**src/rtl/pipelined_adder_pkg.sv**
```systemverilog
// Shared constants and helpers for the pipelined adder/subtractor.
// Default geometry splits a 32-bit carry chain into four registered slices.
package pipelined_adder_pkg;

  localparam int DEF_WIDTH  = 32;
  localparam int DEF_STAGES = 4;

  function automatic int slice_width(input int width, input int stages);
    return width / stages;
  endfunction

  // Legal geometry: 1..width slices that tile the word exactly.
  function automatic bit split_ok(input int width, input int stages);
    return (stages >= 1) && (stages <= width) && ((width % stages) == 0);
  endfunction

endpackage

```
**src/rtl/pipelined_addsub_slice.sv**
```systemverilog
// Combinational W-bit ripple-carry slice; also exposes the carry into its top bit
// so the final slice can form the signed-overflow flag.
module adder_slice #(
  parameter int W = 8
) (
  input  logic [W-1:0] a,
  input  logic [W-1:0] b,
  input  logic         cin,
  output logic [W-1:0] sum,
  output logic         cout,
  output logic         c_msb_in
);

  logic carry;

  always_comb begin
    carry    = cin;
    c_msb_in = cin;
    sum      = '0;
    for (int i = 0; i < W; i++) begin
      c_msb_in = carry;
      sum[i]   = a[i] ^ b[i] ^ carry;
      carry    = (a[i] & b[i]) | (carry & (a[i] ^ b[i]));
    end
    cout = carry;
  end

endmodule

```
**src/rtl/pipelined_addsub.sv**
```systemverilog
// Pipelined two's-complement adder/subtractor: STAGES registered ripple slices,
// valid/ready at both ends, one global enable stalls the whole pipe on backpressure.
module pipelined_addsub
  import pipelined_adder_pkg::*;
#(
  parameter int WIDTH  = DEF_WIDTH,
  parameter int STAGES = DEF_STAGES
) (
  input  logic             clk,
  input  logic             rst_n,
  input  logic             in_valid,
  output logic             in_ready,
  input  logic [WIDTH-1:0] a,
  input  logic [WIDTH-1:0] b,
  input  logic             cin,
  input  logic             sub,
  output logic             out_valid,
  input  logic             out_ready,
  output logic [WIDTH-1:0] sum,
  output logic             cout,
  output logic             ovf
);

  localparam int W_S = slice_width(WIDTH, STAGES);

  if (!split_ok(WIDTH, STAGES)) begin : g_bad_split
    $error("pipelined_addsub: WIDTH must be a multiple of STAGES");
  end

  logic             en;
  logic [WIDTH-1:0] b_eff;
  logic             c0;

  assign b_eff = sub ? ~b : b;
  assign c0    = sub ? 1'b1 : cin;

  for (genvar k = 0; k < STAGES; k++) begin : g_stage
    logic [WIDTH-1:0] a_in, b_in, s_in;
    logic             c_in, v_in;
    logic [W_S-1:0]   sl_sum;
    logic             sl_cout, sl_cmsb;

    logic [WIDTH-1:0] sum_d, sum_q, opa_d, opa_q, opb_d, opb_q;
    logic             carry_d, carry_q, valid_d, valid_q, ovf_d, ovf_q;

    if (k == 0) begin : g_first
      assign a_in = a;
      assign b_in = b_eff;
      assign s_in = '0;
      assign c_in = c0;
      assign v_in = in_valid;
    end else begin : g_next
      assign a_in = g_stage[k-1].opa_q;
      assign b_in = g_stage[k-1].opb_q;
      assign s_in = g_stage[k-1].sum_q;
      assign c_in = g_stage[k-1].carry_q;
      assign v_in = g_stage[k-1].valid_q;
    end

    adder_slice #(.W(W_S)) u_slice (
      .a        (a_in[k*W_S +: W_S]),
      .b        (b_in[k*W_S +: W_S]),
      .cin      (c_in),
      .sum      (sl_sum),
      .cout     (sl_cout),
      .c_msb_in (sl_cmsb)
    );

    // Lower result slices pass through; this stage fills in its own slice.
    always_comb begin
      sum_d                = s_in;
      sum_d[k*W_S +: W_S]  = sl_sum;
      carry_d              = sl_cout;
      valid_d              = v_in;
      opa_d                = a_in;
      opb_d                = b_in;
      ovf_d                = sl_cmsb ^ sl_cout;
    end

    always_ff @(posedge clk or negedge rst_n) begin
      if (!rst_n) begin
        sum_q   <= '0;
        opa_q   <= '0;
        opb_q   <= '0;
        carry_q <= 1'b0;
        valid_q <= 1'b0;
        ovf_q   <= 1'b0;
      end else if (en) begin
        sum_q   <= sum_d;
        opa_q   <= opa_d;
        opb_q   <= opb_d;
        carry_q <= carry_d;
        valid_q <= valid_d;
        ovf_q   <= ovf_d;
      end
    end
  end

  assign en        = !g_stage[STAGES-1].valid_q || out_ready;
  assign in_ready  = en;
  assign out_valid = g_stage[STAGES-1].valid_q;
  assign sum       = g_stage[STAGES-1].sum_q;
  assign cout      = g_stage[STAGES-1].carry_q;
  assign ovf       = g_stage[STAGES-1].ovf_q;

endmodule

```
**config.mk**
```make
export PLATFORM = sky130hd
export DESIGN_NAME = pipelined_addsub
export DESIGN_NICKNAME = d
export VERILOG_FILES = /design/src/rtl/pipelined_adder_pkg.sv /design/src/rtl/pipelined_addsub_slice.sv /design/src/rtl/pipelined_addsub.sv
export SDC_FILE = /design/constraint.sdc
export NUM_CORES = 1
export LEC_CHECK = 0
export ABC_AREA = 0
export BUFFER_PORTS_ARGS = -buffer_cell sky130_fd_sc_hd__buf_2
export CORE_UTILIZATION = 40
export DETAILED_ROUTE_END_ITERATION = 10
export SYNTH_ARGS = -nofsm -noshare
export SYNTH_HDL_FRONTEND = slang
export SYNTH_SLANG_ARGS = --single-unit
```
**constraint.sdc**
```tcl
create_clock -name clk -period 3.7 [get_ports clk]
set_input_delay 0.74 -clock clk [delete_from_list [all_inputs] [get_ports clk]]
set_output_delay 0.74 -clock clk [all_outputs]
set_load 0.05 [all_outputs]
```
==> metrics.md <==
| Metric | Value |
|---|---|
| Result of the run | `finished, violations left` |
| Violated checks | `setup timing` |
| H-tree depth | `4` |
| Antenna violations before repair | `0` |
| Final Hold Viols | `0` |
| Die Ht | `148 um` |
| Final nets | `726` |
| Cts bufs inserted | `17` |
| Insertion delay of the later-clocked pin in the worst-skew pair | `0.43 ns` |
| Largest stage delay, worst path | `0.39 ns` |
| Combinational Power Share | `42.1%` |
| Design area | `9960 um2` |
| Power consumption | `9.14 mW` |
| Post-route fraction of the period consumed by the critical path | `101%` |
| Worst endpoint required time | `4.01 ns` |
| DRT antenna net count | `0` |
| Sequential element share of the synthesized area | `54.4%` |
| CTS tree | `yes` |
| Clk_skew | `0.00936 ns` |
| Die Area | `21800 um2` |
| Final global-route overflow total | `0` |
| Synthesized area divided by synthesized cell count | `16.7 um2` |
| Cells along the critical path | `buf_8, xnor2_2, fa_2, inv_2, fa_2, inv_2, fa_2, fa_2, fa_2, fa_2, fa_2, inv_2, fa_1, mux2_4` |
| Crit path max fanout | `4` |
| Detailed-route vias per instance | `4.60` |
| Drt drc | `0` |
| Warnings, synthesis | `0` |
| Antenna cells | `0` |
| Number of hold buffers added after cts | `0` |
| Fraction of power consumed by sequential logic | `38.2%` |
| Internal power | `5.94 mW` |
| Number of global-route vias before repair | `4699` |
| Leakage component of the power | `4.75 nW` |
| Post-route insts no fill | `907` |
| Fin worst setup slack | `-0.0349 ns` |
| Fraction of layout instances using a drive strength above 1 | `55.7%` |
| RSZ-0062 raised after global routing | `true` |
| Synthesized instance count | `509` |
| Routed via count | `4176` |
| Starting DRT DRC Count | `125` |
| Mapped Nets | `611` |
| Classification of the worst-slack hold path | `primary input to asynchronous set/reset pin` |
| Most frequent cell on the critical path | `fa_2` |
| Mapped cell area | `8500 um2` |
| Clock period minus worst slack | `3.73 ns` |
| Placement-stage cell area | `9270 um2` |
| Sinks on Clock Net | `185` |
| Combined global-route utilization of all metal layers | `14.7%` |
| CP startpoint kind | `primary input` |
| Highest clock frequency the design can meet | `268 MHz` |
| Number of pins exceeding their max-slew limit in the final report | `0` |
| Detailed-routing iteration count for the pre-antenna-repair pass | `4` |
| Total half-perimeter wirelength after legalization and detailed placement | `9380 um` |
| Critical path class | `primary input to flip-flop` |
| Area of the core | `20600 um2` |
| Slew of the pin with the lowest slew margin | `0.837 ns` |
| Worst slew slack as a fraction of its limit | `44.2%` |
| Number of input and output port buffers inserted | `105` |
| Multi-input logic area | `3560 um2` |
| Worst-case clock buffer depth | `2` |
| Data arrival, critical path | `4.05 ns` |
| Endpoints failing setup | `1` |
| CP max-delay cell | `fa_1` |
| Cell Pwr Density | `918 nW/um2` |
| Final WL | `14500 um` |
| Initial standard-cell utilization of the core | `41.4%` |
| Boundary pin count | `106` |
| Kind of end point of the critical path | `flip-flop` |
| Highest-count cells in the layout ignoring fill and taps | `185 x dfrtp_1, 120 x mux2_4, 102 x buf_2, 47 x mux2_2` |
| Clock-pin slew on the worst setup and hold paths | `0.07 ns` |
| Accumulated negative setup slack | `-0.0349 ns` |
| Global-route wire length before repair | `24700 um` |
| Power spent charging and discharging nets | `3.20 mW` |
| Net switching fraction of the power | `35.0%` |
| Global placer's final weighted congestion | `0.735` |
| Commonest non-fill, non-tap cell in the layout | `dfrtp_1` |
| Final routed wire length divided by cell count | `16.0 um` |
| Clk Tree Root Cell | `clkbuf_16` |
| Max-capacitance violation count | `0` |
| Placed insts | `871` |
| Num rows | `52` |
| Layout Area Growth over Synthesis | `17.1%` |
| Largest net degree at the start of global routing | `103` |
| Clk network pwr share | `19.8%` |
| Synth Register Bits | `185` |
| Final-layout fill cell count | `1781` |
| Worst ir drop on vdd | `0.520 mV` |
| Distinct cells, synth | `17` |
| Horizontal die dimension | `148 um` |
| Sequential Area | `4630 um2` |
==> Yosys cell counts <==
cell type | number | area (um2)
clkbuf_1 | 2 | 7.51
buf_4 | 1 | 7.51
dfrtp_1 | 185 | 4630
buf_8 | 11 | 165
fa_1 | 32 | 641
nor2_1 | 1 | 3.75
xor2_1 | 24 | 210
mux2i_1 | 2 | 20.0
mux2_4 | 120 | 1800
nand2b_1 | 2 | 12.5
mux2_2 | 47 | 529
nor3b_1 | 15 | 113
buf_6 | 5 | 56.3
xnor2_1 | 9 | 78.8
inv_1 | 30 | 113
buf_2 | 8 | 40.0
a21oi_1 | 15 | 75.1
==> power groups by stage <==
stage / Sequential (mW) / Clock, mW / Combinational [mW]
floorplan: 4.07 / 0 / 2.39
global placement: 3.49 / 0 / 3.70
detailed placement: 3.52 / 0 / 3.77
CTS: 3.50 / 1.86 / 3.82
global route: 3.63 / 1.95 / 4.18
finish: 3.49 / 1.81 / 3.84
==> registers in the layout, indices dropped and copies added (netlist names) <==
name and cells:
cout 1, g_stage.carry_q 3, g_stage.opa_q 48, g_stage.opb_q 48
g_stage.sum_q 48, g_stage.valid_q 3, out_valid 1, ovf 1
sum 32
==> logic make-up after synthesis <==
logic type | share of synthesized area, %
XOR/XNOR | 3.40
flip-flops | 54.4
adder cells (fa/ha/maj) | 7.53
multiplexers | 27.6
buffers and inverters | 4.58
AND/OR/NAND/NOR | 1.52
AO/OA/AOI/OAI | 0.883
==> what timing repair did <==
item,in CTS,in global routing
buffers inserted,0,4
setup endpoints to repair,6,5
gates resized for setup,13,12
pin swaps,0,5
==> stage by stage <==
stage	worst slack (ns)	hold WS (ns)	utilization, %
2_1_floorplan	-0.553	0.435	-
3_3_place_gp	-0.485	0.453	45.1
3_5_place_dp	-0.534	0.463	45.1
4_1_cts	-0.0177	0.445	48.1
5_1_grt	-0.0879	0.478	48.4
6_report	-0.0349	0.422	48.4
==> path summary, 6_finish.rpt <==
| kind | start | end | slack (ns) | depth (start not counted) |
|---|---|---|---|---|
| max | sub | g_stage[0].sum_q[7] | -0.03 | 14 |
| min | rst_n | sum[13] | 0.42 | 1 |
| max reg2reg | g_stage[2].carry_q | sum[31] | 0.10 | 12 |
| min reg2reg | g_stage[2].valid_q | out_valid | 0.48 | 1 |
| max in group asynchronous | rst_n | g_stage[1].sum_q[9] | 2.40 | 2 |
| min in group clk | g_stage[2].valid_q | out_valid | 0.48 | 1 |
==> critical path: cells and delay by family <==
family                     cells  cell delay, ns
buffers and inverters          4            0.27
xor gates and xnor gates       1            0.13
muxes                          1            0.26
adders and majority gates      8            2.65
==> cell type report <==
cell class / count / share of cell area (%)
clock inverters: 13 / 1.36
flip-flops and latches: 185 / 46.5
multi-input cells: 267 / 35.8
repair buffers: 123 / 7.26
clock buffers: 19 / 4.55
inverters: 30 / 1.13
well taps: 270 / 3.39
==> per-layer routing <==
layer	share of wire [%]	GRT usage [%]	vias up
met2	47	22.4	75
met3	4.4	4.57	11
met4	1.1	4.43	0
li1	-	-	1937
met5	0	0	-
met1	48	20.0	2153
Note: power is estimated with default switching activity, not from simulation.
